## config.mk

```make
export PLATFORM = sky130hd
export DESIGN_NAME = calc_op_sequencer
export DESIGN_NICKNAME = d
export VERILOG_FILES = /design/src/rtl/calc_op_sequencer.sv
export SDC_FILE = /design/constraint.sdc
export NUM_CORES = 1
export LEC_CHECK = 0
export ABC_AREA = 0
export BUFFER_PORTS_ARGS = -buffer_cell sky130_fd_sc_hd__buf_2
export CORE_UTILIZATION = 50
export CTS_CLUSTER_SIZE = 25
export DETAILED_ROUTE_END_ITERATION = 10
export MAX_ROUTING_LAYER = met4
export PLACE_DENSITY = 0.79
export SLEW_MARGIN = 10
export SYNTH_ARGS = -nofsm -noshare
export SYNTH_HDL_FRONTEND = slang
export SYNTH_SLANG_ARGS = --single-unit
```

## constraint.sdc

```tcl
create_clock -name clk -period 3.85 [get_ports clk]
set_input_delay 0.1925 -clock clk [delete_from_list [all_inputs] [get_ports clk]]
set_output_delay 0.1925 -clock clk [all_outputs]
set_load 0.1 [all_outputs]
```

## src/rtl/calc_op_sequencer.sv

```systemverilog
// calc_op_sequencer
//   Program sequencer for the calculator datapath. A small program of
//   (opcode, operand) slots is loaded while idle; on start every slot is
//   issued to the core with the 3-cycle enter protocol (SETUP -> STROBE ->
//   SETTLE), and the core's result/flags are captured at the end of each
//   SETTLE. done pulses once when the run completes.
//
//   Optional feature (macro CALC_SEQ_REPEAT_EN): adds rep_count; the program
//   runs rep_count+1 times back-to-back with a single done pulse at the end.
//
// Ports
//   clk, rst                     clock (rising), async active-high reset
//   prog_we/addr/op/data         program slot write (honoured only in IDLE)
//   len                          slots to run, clamped to DEPTH, sampled at start
//   start, abort                 run control (abort wins over everything)
//   rep_count                    extra passes (CALC_SEQ_REPEAT_EN only)
//   busy, done                   run in progress / one-cycle completion pulse
//   result, flags                last captured datapath result and flags
//   calc_op/data/strobe          drive to the calculator core
//   calc_result/flags            from the calculator core
module calc_op_sequencer #(
    parameter int DEPTH = 8,
    parameter int AW    = $clog2(DEPTH),
    parameter int DW    = 8,
    parameter int OPW   = 4
) (
    input  logic           clk,
    input  logic           rst,
    input  logic           prog_we,
    input  logic [AW-1:0]  prog_addr,
    input  logic [OPW-1:0] prog_op,
    input  logic [DW-1:0]  prog_data,
    input  logic [AW:0]    len,
    input  logic           start,
    input  logic           abort,
`ifdef CALC_SEQ_REPEAT_EN
    input  logic [3:0]     rep_count,
`endif
    output logic           busy,
    output logic           done,
    output logic [DW-1:0]  result,
    output logic [2:0]     flags,
    output logic [OPW-1:0] calc_op,
    output logic [DW-1:0]  calc_data,
    output logic           calc_strobe,
    input  logic [DW-1:0]  calc_result,
    input  logic [2:0]     calc_flags
);

    typedef enum logic [2:0] {
        S_IDLE,
        S_SETUP,
        S_STROBE,
        S_SETTLE,
        S_FIN
    } state_t;

    state_t state, state_n;

    logic [OPW+DW-1:0] mem [DEPTH];

    logic [AW-1:0] pc, pc_n;
    logic [AW-1:0] last, last_n;       // index of the final slot of a pass
    logic [3:0]    rep_left, rep_n;    // passes still to run after this one
    logic [3:0]    rep_load;
    logic [AW:0]   len_c;
    logic          capture;
    logic [OPW+DW-1:0] slot_n;

`ifdef CALC_SEQ_REPEAT_EN
    assign rep_load = rep_count;
`else
    assign rep_load = 4'd0;
`endif

    assign len_c  = (len > (AW+1)'(DEPTH)) ? (AW+1)'(DEPTH) : len;
    assign slot_n = mem[pc_n];

    // Program memory has no reset; writes are locked out for the whole run.
    always_ff @(posedge clk) begin
        if (prog_we && state == S_IDLE)
            mem[prog_addr] <= {prog_op, prog_data};
    end

    always_comb begin
        state_n = state;
        pc_n    = pc;
        last_n  = last;
        rep_n   = rep_left;
        capture = 1'b0;
        case (state)
            S_IDLE: begin
                if (start && !abort) begin
                    pc_n  = '0;
                    rep_n = rep_load;
                    if (len_c == '0) begin
                        state_n = S_FIN;
                    end else begin
                        state_n = S_SETUP;
                        last_n  = AW'(len_c - 1'b1);
                    end
                end
            end
            S_SETUP:  state_n = S_STROBE;
            S_STROBE: state_n = S_SETTLE;
            S_SETTLE: begin
                // Core result is stable during SETTLE (it updated on the
                // strobe edge), so it is sampled as SETTLE closes.
                capture = 1'b1;
                if (pc == last) begin
                    if (rep_left != 4'd0) begin
                        rep_n   = rep_left - 4'd1;
                        pc_n    = '0;
                        state_n = S_SETUP;
                    end else begin
                        state_n = S_FIN;
                    end
                end else begin
                    pc_n    = pc + 1'b1;
                    state_n = S_SETUP;
                end
            end
            S_FIN:    state_n = S_IDLE;
            default:  state_n = S_IDLE;
        endcase
        // Abort overrides every transition, including the SETTLE capture.
        if (abort && state != S_IDLE) begin
            state_n = S_IDLE;
            capture = 1'b0;
        end
    end

    // Outputs are registered from the next state so each one is valid
    // during the cycle the FSM spends in that state.
    always_ff @(posedge clk or posedge rst) begin
        if (rst) begin
            state       <= S_IDLE;
            pc          <= '0;
            last        <= '0;
            rep_left    <= '0;
            busy        <= 1'b0;
            done        <= 1'b0;
            result      <= '0;
            flags       <= '0;
            calc_op     <= '0;
            calc_data   <= '0;
            calc_strobe <= 1'b0;
        end else begin
            state       <= state_n;
            pc          <= pc_n;
            last        <= last_n;
            rep_left    <= rep_n;
            busy        <= (state_n != S_IDLE);
            done        <= (state_n == S_FIN);
            calc_strobe <= (state_n == S_STROBE);
            if (state_n == S_SETUP) begin
                calc_op   <= slot_n[OPW+DW-1:DW];
                calc_data <= slot_n[DW-1:0];
            end
            if (capture) begin
                result <= calc_result;
                flags  <= calc_flags;
            end
        end
    end

endmodule

```

==> summary.txt <==
Die
  • Core Rows: 39
  • Full die area: around 12,000 um2
  • Chip width: approximately 110 um
  • Core Area: ~11,000 um2
  • Die Y: ~110 um
  • # IOs: between 60 and 70
  • Initial core utilization: 0.5158

Timing
  • Setup-failing EPs final: 0
  • Setup TNS: 0 ps
  • RSZ-0062 raised after global routing: no
  • Fin crit share: 0.7895
  • Slew margin rel.: 0.4505
  • Crit path time final: 3040 ps
  • Maximum clock rate: about 0.33 GHz
  • Final setup margin: ~810 ps
  • Worst-margin pin slew: 824.3 ps
  • Final Max Slew Viols: 0
  • Worst Skew: approximately 9.9 ps
  • Final hold viol count: 0

Clock network
  • Max clock buf depth: 2
  • CTS tree: yes
  • Clock Pin Slew Worst Setup and Hold Paths: around 60 ps
  • Number of buffers created by CTS: 17
  • Clk sinks: roughly 140
  • Clock Latency Late Sink: between 400 and 500 ps
  • CTS Root Cell: clkbuf_16
  • # H-tree levels: 4
  • Post-CTS Setup Bufs: 0

Synth
  • Largest area contributor in the netlist: edfxtp_1
  • Synthesized flop and latch total: between 100 and 150
  • Synth top area share: 0.4874
  • EDFF count, synth: between 90 and 100
  • Net Count, Synth: roughly 450
  • Cell area after synthesis: 5914 um2
  • Synth cell types: 50
  • Share of the yosys chip area belonging to registers: 0.6524
  • Synthesized instance count: a little over 400
  • Synth warnings: 0
  • Avg Inst Size Synth: between 10 and 15 um2
  • Most frequent cell after synthesis: edfxtp_1
  • Post-synth ARST share: 0.2889
  • Top cells by count, synth: 96 x edfxtp_1, 49 x and3_1, 39 x dfrtp_1
  • Ys flop type: edfxtp_1
  • Synth area leaders: edfxtp_1 49%, dfrtp_1 17%, and3_1 5.2%, o32ai_1 3.4%, a211oi_1 3.0%

Placement
  • Port buffer count: 60
  • Placed insts: a little over 600
  • Setup WS pre-CTS: approximately 900 ps
  • Routability congestion estimate: 0.7400
  • DP HPWL: around 7800 um
  • Dpl cell area: about 6400 um2

Setup path
  • Crit path kind: reg -> reg
  • Slack of the worst reg-to-reg path: just over 800 ps
  • R2R Path Start: rep_left[0]$_DFFE_PP0P_
  • Kind of end point of the critical path: flop
  • Worst EP required: between 4000 and 5000 ps
  • Critical path peak fanout: 21
  • CP Launch Point: rep_left[0]$_DFFE_PP0P_
  • Arrival time at the worst endpoint: 3310 ps
  • Worst setup SP type: flop

Route
  • DRT iter0 DRCs: roughly 300
  • DRT Wirelength: around 13,000 um
  • Drt drc: 0
  • Avg WL per Cell: between 20 and 25 um
  • Routed vias/inst: around 6.1
  • Vias: 3,912
  • Antenna-violating nets left: 0
  • First-pass detailed-route iteration total: 7

Finish
  • # nets final: roughly 530
  • Share of post-route cells with drive strength above 1: 0.2720
  • Non-filler cells, final: about 640
  • N_diodes: 0
  • P&R area growth vs syn: 19.10%
  • Final instance area: 7044 um2

Global routing
  • First-pass GRT wire length: approximately 21,000 um
  • Overflow after GRT: 0
  • Total Routing Usage GR: 0.2334
  • Initial antenna violation count: 0
  • Vias in the first global route: between 4,000 and 5,000
  • Largest net degree at the start of global routing: 62

Hold path
  • Type of the most critical hold path: in -> reg
  • HP Start: abort

Power
  • Worst vdd ir: between 0.0009 and 0.001 V
  • PwrDens: approximately 780 nW/um2
  • Pleak: roughly 0.0027 uW
  • Total power: 5464 uW

Run
  • Max-cap violations: 0

Status
  • Status: complete, no violations
-- repair_timing --
item	CTS	global route
hold buffers	7	0
endpoints found under the hold margin	45	0
setup endpoints to repair	0	0
resized for setup	0	0
-- cells by family (layout without fill, tap and decap cells) --
| logic type | count (synthesis) | after routing | synth area share |
|---|---|---|---|
| simple gates | 118 | 118 | 0.1206 |
| compound gates | 105 | 105 | 0.1620 |
| fa+ha+maj | 4 | 4 | 0.008462 |
| buf+inv | 32 | 120 | 0.02475 |
| mux | 12 | 12 | 0.02285 |
| flops | 135 | 135 | 0.6524 |
| xor+xnor | 6 | 6 | 0.008885 |
-- final cells by class --
| class | count | area [um2] |
|---|---|---|
| timing repair buffer | 83 | 490.5 |
| tap | 143 | 178.9 |
| multi-input combinational | 245 | 1919 |
| fill | 827 | 4423 |
| clock buffer | 19 | 432.9 |
| clock inverter | 13 | 145.1 |
| sequential | 135 | 3859 |
| inverter | 5 | 18.77 |
-- worst paths after layout --
| path | endpoint | cells past startpoint |
|---|---|---|
| max in group asynchronous | last[0]$_DFFE_PP0P_ | 4 |
| worst max-delay path | calc_data[7]$_DFFE_PP0N_ | 9 |
| worst max register to register | calc_data[7]$_DFFE_PP0N_ | 9 |
| min in group asynchronous | calc_op[1]$_DFFE_PP0N_ | 4 |
| worst min register to register | result[6]$_DFFE_PP0P_ | 1 |
| worst min-delay path | calc_strobe$_DFF_PP0_ | 2 |
-- report_power, final --
part	switching, uW	internal, uW	total [uW]
clock	627	959	1590
sequential	137	1770	1900
combinational	1460	514	1970
total	2220	3240	5460
-- sequential cells by signal, indices dropped and copies added (netlist names) --
signal and count:
calc_strobe 1, flags 3, calc_data 8, busy 1
state 3, result 8, calc_op 4, done 1
pc 3, last 3, rep_left 4, mem 96
-- through the flow --
stage	utilization	hold slack, ps
after global routing	0.6143	3.601
after global placement	0.5578	344.4
after floorplan	-	263.9
final	0.6143	12.47
after detailed placement	0.5578	356.4
after CTS	0.6143	0.5271
-- placed cells by master (no fill, tap or decap), drive strengths merged, types with 3 or more instances in the layout --
master	n
xnor2	6
buf	76
nand2b	7
mux2	12
and2	12
or3	3
nand2	12
a21boi	14
nor2b	3
inv	9
clkinv	6
a211oi	24
o21ai	5
a21o	12
a31oi	3
a21oi	3
a2111oi	12
ha	4
dfrtp	39
and3	49
o32ai	23
nor3	4
edfxtp	96
nor2	13
dlygate4sd3	7
nand3b	3
nor3b	3
clkbuf	19
-- per-layer routing --
layer / wire, um / GRT usage / up-vias
li1: - / - / 1787
met1: 5086 / 0.2729 / 1938
met2: 6828 / 0.3888 / 159
met3: 903 / 0.05850 / 28
met4: 249 / 0.08978 / 0
met5: 0 / - / -
-- worst max-delay path: stages, from the launching register on --
cell and delay (ps):
dfrtp_1 380, inv_1 80, ha_1 210, nor3b_1 150, and4_1 270, a31oi_4 520, nand2_2 390, buf_4 360
a2111oi_4 380, o32ai_1 160
(Power assumes the default switching activity.)
